## src/rtl/mem320_writer.sv

```systemverilog
`default_nettype none
// ============================================================================
//  Module      : mem320_writer
//  Description : Streaming frame writer for the two-bank 320-column pixel
//                store. Accepts 8-bit pixels on a valid/ready handshake after
//                a start pulse, splits the global pixel address into bank
//                select and bank-local address, drives registered write
//                strobes and pulses frame_done after the final write.
//  Revision    : 1.0 - initial release
// ============================================================================
module mem320_writer #(
    parameter int FRAME_W    = 320,
    parameter int FRAME_H    = 480,
    parameter int BANK_DEPTH = 76800
) (
    input  logic        clk,
    input  logic        rst,
    input  logic        start,
    input  logic        pix_valid,
    input  logic [7:0]  pix_data,
    output logic        pix_ready,
    output logic        we0,
    output logic        we1,
    output logic [16:0] waddr,
    output logic [7:0]  wdata,
    output logic        line_end,
    output logic        busy,
    output logic        frame_done
);

    localparam logic [8:0]  c_last_col   = 9'(FRAME_W - 1);
    localparam logic [8:0]  c_last_row   = 9'(FRAME_H - 1);
    localparam logic [17:0] c_bank_depth = 18'(BANK_DEPTH);

    typedef enum logic [1:0] {
        S_IDLE  = 2'd0,
        S_WRITE = 2'd1,
        S_LAST  = 2'd2,
        S_DONE  = 2'd3
    } state_t;

    state_t      r_state;
    state_t      w_state_next;

    logic [17:0] r_gaddr;
    logic [8:0]  r_col;
    logic [8:0]  r_row;

    logic        r_we0;
    logic        r_we1;
    logic [16:0] r_waddr;
    logic [7:0]  r_wdata;
    logic        r_line_end;
    logic        r_frame_done;

    logic        w_accept;
    logic        w_col_wrap;
    logic        w_last_pix;
    logic        w_bank1;
    logic [16:0] w_local;

    // Accept is qualified by the state directly so the handshake does not
    // loop back through the decoded pix_ready output.
    assign w_accept   = pix_valid && (r_state == S_WRITE);
    assign w_col_wrap = (r_col == c_last_col);
    // Final pixel of the frame is the last column of the last line.
    assign w_last_pix = w_col_wrap && (r_row == c_last_row);
    assign w_bank1    = (r_gaddr >= c_bank_depth);
    // Bank-local offset: subtract at full 18-bit width, keep the low 17 bits.
    assign w_local    = w_bank1 ? 17'(r_gaddr - c_bank_depth) : r_gaddr[16:0];

    // State register.
    always_ff @(posedge clk or posedge rst) begin
        if (rst) begin
            r_state <= S_IDLE;
        end else begin
            r_state <= w_state_next;
        end
    end

    // Next-state logic and the two state-decoded outputs.
    always_comb begin
        w_state_next = r_state;
        pix_ready    = 1'b0;
        busy         = 1'b0;
        case (r_state)
            S_IDLE: begin
                if (start) begin
                    w_state_next = S_WRITE;
                end
            end
            S_WRITE: begin
                pix_ready = 1'b1;
                busy      = 1'b1;
                if (w_accept && w_last_pix) begin
                    w_state_next = S_LAST;
                end
            end
            S_LAST: begin
                busy         = 1'b1;
                w_state_next = S_DONE;
            end
            S_DONE: begin
                busy         = 1'b1;
                w_state_next = S_IDLE;
            end
            default: begin
                w_state_next = S_IDLE;
            end
        endcase
    end

    // Global address and column/row counters; cleared on an honoured start.
    always_ff @(posedge clk or posedge rst) begin
        if (rst) begin
            r_gaddr <= 18'd0;
            r_col   <= 9'd0;
            r_row   <= 9'd0;
        end else if ((r_state == S_IDLE) && start) begin
            r_gaddr <= 18'd0;
            r_col   <= 9'd0;
            r_row   <= 9'd0;
        end else if (w_accept) begin
            r_gaddr <= r_gaddr + 18'd1;
            if (w_col_wrap) begin
                r_col <= 9'd0;
                r_row <= r_row + 9'd1;
            end else begin
                r_col <= r_col + 9'd1;
            end
        end
    end

    // Registered write port: strobes live for exactly the cycle after an
    // accept; address and data hold their last value between strobes.
    always_ff @(posedge clk or posedge rst) begin
        if (rst) begin
            r_we0        <= 1'b0;
            r_we1        <= 1'b0;
            r_waddr      <= 17'd0;
            r_wdata      <= 8'd0;
            r_line_end   <= 1'b0;
            r_frame_done <= 1'b0;
        end else begin
            r_we0        <= w_accept && !w_bank1;
            r_we1        <= w_accept && w_bank1;
            r_line_end   <= w_accept && w_col_wrap;
            r_frame_done <= (r_state == S_LAST);
            if (w_accept) begin
                r_waddr <= w_local;
                r_wdata <= pix_data;
            end
        end
    end

    assign we0        = r_we0;
    assign we1        = r_we1;
    assign waddr      = r_waddr;
    assign wdata      = r_wdata;
    assign line_end   = r_line_end;
    assign frame_done = r_frame_done;

endmodule
`default_nettype wire

```

## config.mk

```make
export PLATFORM = sky130hd
export DESIGN_NAME = mem320_writer
export DESIGN_NICKNAME = d
export VERILOG_FILES = /design/src/rtl/mem320_writer.sv
export SDC_FILE = /design/constraint.sdc
export NUM_CORES = 1
export LEC_CHECK = 0
export CORE_MARGIN = 10
export CORE_UTILIZATION = 48
export CTS_BUF_LIST = sky130_fd_sc_hd__clkbuf_2
export DETAILED_ROUTE_END_ITERATION = 10
export GPL_TIMING_DRIVEN = 0
export PLACE_DENSITY = 0.81
export SYNTH_ARGS = -nofsm -noshare
export SYNTH_HDL_FRONTEND = slang
export SYNTH_SLANG_ARGS = --single-unit
```

## constraint.sdc

```tcl
create_clock -name clk -period 6.5 [get_ports clk]
set_input_delay 1.95 -clock clk [delete_from_list [all_inputs] [get_ports clk]]
set_output_delay 1.95 -clock clk [all_outputs]
set_load 0.05 [all_outputs]
```

==> reports/qor.csv <==
metric;value;unit
seq_area_frac_synth;49.8;%
path_cells;inv_1 -> ha_1 -> inv_1 -> clkdlybuf4s50_1;
fill_cells;591;
globalplace.congestion;0.858;
leakagePower;1.79;nW
grt_pass1_wl;13400;um
dp_hpwl;5480;um
ys.flop_type;dfrtp_1;
synth_nets;390;
p_per_area;322;mW/mm2
p_seq_share;40.2;%
finalNetCount;444;
cts_resized;0;
viasPerCell;5.39;
core_area;0.00679;mm2
max_freq;246;MHz
synthSimpleGateAreaFrac;24.4;%
grt_max_degree;44;
cts.sinks;67;
synth_seq_cells;67;
num_vias;2824;
relSlewSlack;59.1;%
crit_buf_inv;3;
synth_xor_area_share;5.99;%
cp_num_cells;4;
post-route-util;59.5;%
drive_gt1_share;5.39;%
synthDistinctLibCells;45;
p_sw;0.566;mW
syn_area;0.00336;mm2
die_h;104;um
hold_path_class;reg -> reg;
maxSlewViolCount;0;
grt_pass1_vias;2953;
timing.max_cap.violations;0;
post_cts_buffers;0;
synth.avg_cell_area;9.14;um2
io_buffer_count;42;
critical_path.top_delay_family;buffers and inverters;
critPathArrivalTime;2120;ps
io_pins;43;
peakVddDrop;174;uV
switching_share;43.5;%
layout_commonest_cell;nand2_1;
syn2layout_area_growth;20.1;%
drtIter0Drc;211;
worst_slew_pin_slew;599;ps
cts_buffer_depth;2;
crit_top_cell;inv_1;
cpMaxStageDelayCell;clkdlybuf4s50_1;
p_comb_share;40.7;%
min-delay-start;waddr[4]$_DFFE_PP0P_;
antenna_found_initial;1;
slowest_delay;800;ps
grt_usage;14.4;%
r2r_slack;3920;ps
rsz0062_at_grt;false;
clock_latency;510;ps
crit_start;r_state[1]$_DFFE_PP0P_;
synth_compound_area_share;11.3;%
r2r-end;r_row[7]$_DFFE_PP0P_;
wl_per_cell;14.5;um
crit_required;4550;ps
tns;0;ps
place_ws;2480;ps
cts_tree;built;
drt_pre_antenna_iters;5;
drt_drc_violations_left;0;
root_buffer;clkbuf_2;
async_flop_share;100;%
synth.area.mux_share;0.930;%
startpoint_type;register;
ys.warnings.count;0;
min_period_over_period;62.6;%
start_util;49.5;%
setup_ws;2430;ps
antenna_left;0;
synth_edf_count;0;
layout_common_cells;79 x nand2_1, 67 x dfrtp_1, 42 x clkdlybuf4s50_1, 32 x nor2_1, 18 x clkbuf_1;
pwr-share-clk;19.0;%
syn_inst;368;
gr-total-overflow;0;
ctsHoldBuffers;0;
period_needed;4070;ps
drt-total-wl;7600;um
row_count;30;
die_area;0.0108;mm2
htree_levels;3;
dieWidth;104;um
skew;20.8;ps
crit_type;reg -> out;
synthAdderAreaFrac;3.72;%
timing.rr.start;r_state[1]$_DFFE_PP0P_;
status;completed;
reg2regPathDepth;7;
synth_top_family_by_area;simple AND/OR/NAND/NOR gates;
clkTransAtPathRegs;190;ps
endpoint_kind;output pin;
numCtsBuffers;9;
setup_viol_count_final;0;
endpoint;busy;
hold_viol;0;
p_int;0.734;mW
path_max_fanout;4;
## cells by family after synthesis
kind of cell | count (synthesis)
compound gates | 59
simple gates | 172
fa+ha+maj | 10
mux | 3
xor+xnor | 23
buf+inv | 34
flops | 67
## worst min path at each step
stage,endpoint,slack [ps],cells past startpoint
after floorplan,r_row[8]$_DFFE_PP0P_,490,2
after global placement,wdata[7]$_DFFE_PP0P_,460,2
after detailed placement,waddr[8]$_DFFE_PP0P_,460,2
after CTS,waddr[8]$_DFFE_PP0P_,510,2
after global routing,wdata[2]$_DFFE_PP0P_,530,2
final,waddr[4]$_DFFE_PP0P_,500,2
## flip-flops by register name, indices dropped and copies added, names as in the netlist
| signal | count |
|---|---|
| we1 | 1 |
| we0 | 1 |
| line_end | 1 |
| r_gaddr | 18 |
| r_row | 9 |
| r_col | 9 |
| r_state | 2 |
| waddr | 17 |
| wdata | 8 |
| frame_done | 1 |
## power groups by stage
stage,combinational (mW),clock [mW],sequential (mW)
floorplan,0.212,0,0.673
global placement,0.520,0,0.527
detailed placement,0.530,0,0.530
CTS,0.533,0.249,0.522
global route,0.574,0.268,0.532
finish,0.529,0.247,0.523
## worst register-to-register path: cells and delay by family (launching register included)
kind	cells	cell delay, ps
buffers and inverters	2	440
adders and majority gates	1	190
DFF	1	450
and+or+nand+nor	3	1290
AOI/OAI and AO/OA	1	150
## routing by layer
layer / track usage [%] / routed length, um / vias up
li1: - / - / 1379
met1: 16.5 / 3290 / 1344
met2: 24.0 / 3680 / 84
met3: 3.97 / 454 / 17
met4: 7.85 / 178 / 0
met5: 0 / 0 / -
## metrics by stage
step | total power [mW] | hold WS [ps] | area [um2] | std cells
2_1_floorplan | 0.885 | 490 | 3360 | 368
3_3_place_gp | 1.05 | 459 | 3910 | 506
3_5_place_dp | 1.06 | 463 | 3930 | 507
4_1_cts | 1.30 | 507 | 4040 | 523
5_1_grt | 1.37 | 532 | 4040 | 524
6_report | 1.30 | 502 | 4040 | 524
## cell usage after synthesis (all sizes together), types with 3 or more instances
| cell | number | area, um2 |
|---|---|---|
| o21ai | 12 | 60.1 |
| xor2 | 9 | 78.8 |
| nand4 | 10 | 62.6 |
| or3 | 3 | 20.0 |
| buf | 3 | 12.5 |
| o31ai | 4 | 30.0 |
| nor2 | 32 | 120 |
| and2 | 3 | 18.8 |
| a21oi | 15 | 75.1 |
| clkbuf | 18 | 67.6 |
| nor3 | 6 | 30.0 |
| a31oi | 4 | 25.0 |
| inv | 13 | 48.8 |
| and3 | 3 | 18.8 |
| o211ai | 6 | 45.0 |
| nand2 | 79 | 297 |
| or4 | 11 | 86.3 |
| and4 | 3 | 26.3 |
| nand3 | 10 | 50.1 |
| dfrtp | 67 | 1680 |
| xnor2 | 14 | 123 |
| a211oi | 6 | 45.0 |
| ha | 10 | 125 |
| nor4 | 5 | 31.3 |
## cell type report
cell class              count  area, um2  area share, %
clock buffers               9       45.0           1.11
well taps                  96        120           2.97
clock inverters             7       67.6           1.67
diodes                      1       2.50         0.0619
repair buffers             43        440           10.9
plain buffers              21       80.1           1.98
multi-input cells         267       1560           38.6
inverters                  13       48.8           1.21
flip-flops and latches     67       1680           41.5
(Power assumes the default switching activity.)
==> variant 1, RTL diff (config.mk and constraints unchanged) <==
Encoding of `state_t`: now Gray code (2 bits for 4 states).
--- a/src/rtl/mem320_writer.sv
+++ b/src/rtl/mem320_writer.sv
@@ -34,8 +34,8 @@
 
     typedef enum logic [1:0] {
-        S_IDLE  = 2'd0,
-        S_WRITE = 2'd1,
-        S_LAST  = 2'd2,
-        S_DONE  = 2'd3
+        S_IDLE  = 2'b00,
+        S_WRITE = 2'b01,
+        S_LAST  = 2'b11,
+        S_DONE  = 2'b10
     } state_t;
 
Check against the original RTL: no difference found for any inputs over 10 cycles, from zero or initial values and one cycle with rst high; not proved beyond that.
==> variant 1 against the original RTL <==
Routed wire length decreased by 6.7%; worst setup slack worse by 0.078 ns; design area down 1.4%; sequential cell count unchanged; register-to-register slack better by 0.62 ns; maximum frequency decreased by 1.9%; area after synthesis fell by 2.3%; critical endpoint is now pix_ready; highest routed layer unchanged.
Power is not compared: it rests on default switching activity, and its combinational part moved more than twofold at a synthesized area within 25%.
==> variant 1: results (changes against the original RTL) <==
Critical Path AT=2.19 ns (+0.07 ns); multi-input combinational area share=37.58% (-1.0 points); inverters=8 (-5); Leak=1.787 nW; Tot GR Track Use=14.11% (-0.33 points); multi-input combinational cell area=1498 um2 (-3.9%); status=complete, no violations; worst hold start=r_row[8]$_DFFE_PP0P_; Worst VDD drop=0.2199 mV; Worst R2R Path Depth=5 (-2); clk_lat worst skew=0.49 ns (-0.02 ns); vias in the first global route=2640 (-11%); fillcell total=571 (-3.4%); WHS Endpoint=r_row[8]$_DFFE_PP0P_; crit-path max FO=10 (+6); synth top area cells=dfrtp_1 (51%), nand2_1 (8.8%), xnor2_1 (5.3%); top cells by count, synth=nand2_1 (77), dfrtp_1 (67), nor2_1 (33); ys async rst share=100.0% (unchanged); placed cells=472 (-6.9%); post-synth cell types=46 (+2.2%); First DRT Iteration DRCs=93 (-56%); Setup Skew=0.02152 ns (+0.0006969 ns); Placed Instance Area=3826 um2 (-2.5%); global-route wire length before repair=12020 um (-10%); syn_nets=367 (-5.9%); Seq/Total Area, Yosys=51.03% (+1.2 points); worst reg2reg setup slack=4.54 ns (+0.62 ns); routability cong.=0.8408 (-2.0%); Largest Register=r_gaddr; post-DP HPWL=5055 um (-7.8%); share of post-route cells with drive strength above 1=8.354% (+3.0 points); Syn Area/Cell=9.414 um2 (+3.0%); root buf cell=clkbuf_2; Hold Crit Depth=1 (-1); reg2reg end=r_gaddr[0]$_DFFE_PP0P_; slew at the pin closest to its max-slew limit=0.6126 ns (+0.01382 ns); Hold Slack=0.4963 ns (-0.005395 ns); Pre-antenna DRT Iters=4 (-1); Comb power=0.249 mW; bufs w/o clock=62 (-3.1%); max FFs per register=18 (unchanged); Tot Pwr=1.095 mW; Signal buf overhead=13.09% (+0.21 points); antenna cells=0 (-1); Clk power=0.315 mW; vias per inst=5.409 (+0.36%); Place WS=2.552 ns (+0.07662 ns); multi-input gate count=255 (-4.5%); initial antenna violation count=0 (-1); Avg WL per Cell=14.57 um (+0.38%); Worst-path clk slew=0.17 ns (-0.02 ns); clk tree area frac=3.987% (+1.2 points); nets=421 (-5.2%); fin crit share=63.77% (+1.2 points); CLK BUF=9 (unchanged); Setup crit end=pix_ready; Final Non-Filler Cells=487 (-7.1%); CTS Buffer Depth=2 (unchanged); largest net degree at the start of global routing=40 (-9.1%)
-- variant 1: changes by cell type in the layout (fill, tap and decap cells not counted), moves of 5 or more --
cell / delta
inv_1: -5
or4_1: -10
xnor2_1: +6
o211ai_1: -5
clkbuf_1: -5
xor2_1: -6
-- variant 1: cell families (layout without fill, tap and decap cells) --
group,after synthesis,in the layout,synth area share (%)
and+or+nand+nor,176,176,27.00
DFF,67,67,51.03
AOI/OAI and AO/OA,44,44,8.340
buffers and inverters,27,85,3.389
xor gates and xnor gates,23,23,6.131
adders and majority gates,6,6,2.285
muxes,6,6,1.828
-- variant 1: worst max-delay path: stages, from the launching register on --
cell	delay (ns)
dfrtp_1	0.49
clkbuf_1	0.25
nor2b_1	0.16
clkdlybuf4s50_1	0.82
-- variant 1: layer usage --
layer  track usage [%]  vias to the layer above  part of all wire [%]
li1                  -                     1297                     -
met1             16.27                     1266                    44
met2             23.65                       69                    47
met3             5.362                        2                   8.0
met4             4.599                        0                  0.27
met5                 0                        -                     0
==> variant 2, RTL diff (config.mk and constraints unchanged) <==
Made on the original files. The parameter `FRAME_W` goes from 320 to 256.
--- a/src/rtl/mem320_writer.sv
+++ b/src/rtl/mem320_writer.sv
@@ -10,5 +10,5 @@
 // ============================================================================
 module mem320_writer #(
-    parameter int FRAME_W    = 320,
+    parameter int FRAME_W    = 256,
     parameter int FRAME_H    = 480,
     parameter int BANK_DEPTH = 76800
Function: same outputs for any inputs over 10 cycles, from zero or initial values and one cycle with rst high; that may be too few to reach the edited logic, so the function may still have changed.
==> variant 2 against the original RTL <==
First-iteration DRC count decreased by 18%; design area increased by 0.37%; synthesized cell count decreased by 0.54%; largest power group unchanged; sequential cell count unchanged; count of clock-buffer cells in the layout increased by 1; core utilization decreased by 0.11 points; worst setup slack got worse by 0.031 ns; non-clock buffer count unchanged; critical path type unchanged; routed wire length increased by 2.8%; area after synthesis increased by 0.71%; sequential share of layout area decreased by 0.15 points; power about the same.
==> variant 2: results (changes against the original RTL) <==
Placed Instance Area=3949 um2 (+0.61%); synth top area cells=dfrtp_1 (49%), nand2_1 (8.1%), ha_1 (3.7%); Seq/Total Area, Yosys=49.48% (-0.35 points); worst hold path type=flip-flop to flip-flop; compound-gate portion of the synthesized area=11.96% (+0.66 points); initial antenna violation count=0 (-1); First DRT Iteration DRCs=174 (-18%); routability cong.=0.8624 (+0.51%); syn_nets=388 (-0.51%); Final Non-Filler Cells=521 (-0.57%); Place WS=2.285 ns (-0.1913 ns); Largest Register=r_gaddr; fillcell total=611 (+3.4%); CP delay by family, top=buffers and inverters; slew at the pin closest to its max-slew limit=0.6076 ns (+0.008866 ns); Avg WL per Cell=15.01 um (+3.4%); Top FF cell, synth=dfrtp_1; Worst VDD drop=0.2375 mV (+36%); area share of xor/xnor cells in the synthesized design=5.945% (-0.042 points); post-DP HPWL=5561 um (+1.5%); root buf cell=clkbuf_2; Slowest cell on crit path=clkdlybuf4s50_1; CTS Buffer Depth=2 (unchanged); vias per inst=5.549 (+3.0%); post-synth cell types=50 (+11%); share of post-route cells with drive strength above 1=5.647% (+0.26 points); nets=442 (-0.45%); crit-path max FO=5 (+1); Leak=1.817 nW (+1.7%); status=complete, no violations; largest family of logic cells by synthesized area=simple AND/OR/NAND/NOR gates; largest net degree at the start of global routing=42 (-4.5%); internal power=0.7401 mW (+0.83%); antenna cells=0 (-1); Pre-antenna DRT Iters=4 (-1); vias in the first global route=2862 (-3.1%); Critical Path AT=2.15 ns (+0.03 ns); multiplexer share of the synthesized area=0.5908% (-0.34 points); global-route wire length before repair=13160 um (-1.5%); Tot GR Track Use=14.53% (+0.091 points); Post-CTS Resized=0 (unchanged); Synth Area in Adders=3.693% (-0.026 points); Syn Area/Cell=9.258 um2 (+1.3%); ys async rst share=100.0% (unchanged); Worst-path clk slew=0.18 ns; top cells by count, synth=nand2_1 (73), dfrtp_1 (67), nor2_1 (32); # port buffers=42 (unchanged); placed cells=505 (-0.39%); Setup Skew=0.01132 ns (-0.009503 ns)
-- variant 2: cell count changes after synthesis, moves of 2 or more --
cell | unedited run | this run
inv_1 | 13 | 11
a211oi_1 | 6 | 4
nand3b_1 | 2 | 0
o211ai_1 | 6 | 4
nand3_1 | 10 | 8
nand4_2 | 0 | 2
or4_1 | 10 | 6
a21oi_1 | 15 | 17
or3_1 | 2 | 4
and4_2 | 0 | 2
nand4b_1 | 0 | 2
nand2_1 | 79 | 73
and3_1 | 3 | 6
-- variant 2: cell families after synthesis --
kind of cell | count (synthesis)
buffers and inverters | 32
AND/OR/NAND/NOR | 170
XOR/XNOR | 23
multiplexers | 2
adder cells (fa/ha/maj) | 10
flip-flops | 67
AO/OA/AOI/OAI | 62
-- variant 2: worst paths after layout --
| check | start | endpoint | depth (start not counted) | slack (ns) |
|---|---|---|---|---|
| max | r_state[0]$_DFFE_PP0P_ | busy | 4 | 2.40 |
| max reg2reg | r_state[1]$_DFFE_PP0P_ | waddr[3]$_DFFE_PP0P_ | 9 | 3.88 |
| max in group asynchronous | rst | r_col[8]$_DFFE_PP0P_ | 3 | 4.08 |
| min in group asynchronous | rst | r_row[6]$_DFFE_PP0P_ | 2 | 1.81 |
| min reg2reg | wdata[3]$_DFFE_PP0P_ | wdata[3]$_DFFE_PP0P_ | 2 | 0.50 |
| min | wdata[3]$_DFFE_PP0P_ | wdata[3]$_DFFE_PP0P_ | 2 | 0.50 |
-- variant 2: power groups by stage --
stage / registers [mW] / clock network, mW / logic, mW
floorplan: 0.677 / 0 / 0.217
global placement: 0.530 / 0 / 0.528
detailed placement: 0.533 / 0 / 0.544
CTS: 0.525 / 0.239 / 0.545
global route: 0.533 / 0.258 / 0.584
finish: 0.525 / 0.233 / 0.541
-- variant 2: cell type report --
| class | instances | area, um2 | area share [%] |
|---|---|---|---|
| well taps | 96 | 120.1 | 2.962 |
| plain buffers | 21 | 80.08 | 1.975 |
| inverters | 11 | 41.29 | 1.018 |
| multi-input cells | 267 | 1590 | 39.22 |
| flip-flops and latches | 67 | 1677 | 41.35 |
| clock buffers | 10 | 50.05 | 1.234 |
| repair buffers | 43 | 440.4 | 10.86 |
| clock inverters | 6 | 56.30 | 1.388 |
-- variant 2: worst reg2reg max path, delay by kind of cell, from the launching register on --
family	cells	cell delay [ns]
buffers and inverters	5	1.63
adders and majority gates	1	0.22
and+or+nand+nor	3	0.30
DFF	1	0.43
-- variant 2: routing by layer --
layer,global-route usage (%),share of wire (%),vias to the layer above
met5,0,0,-
met4,8.648,2.4,0
met3,3.656,5.4,12
met2,24.10,49,79
met1,16.51,43,1411
li1,-,-,1389
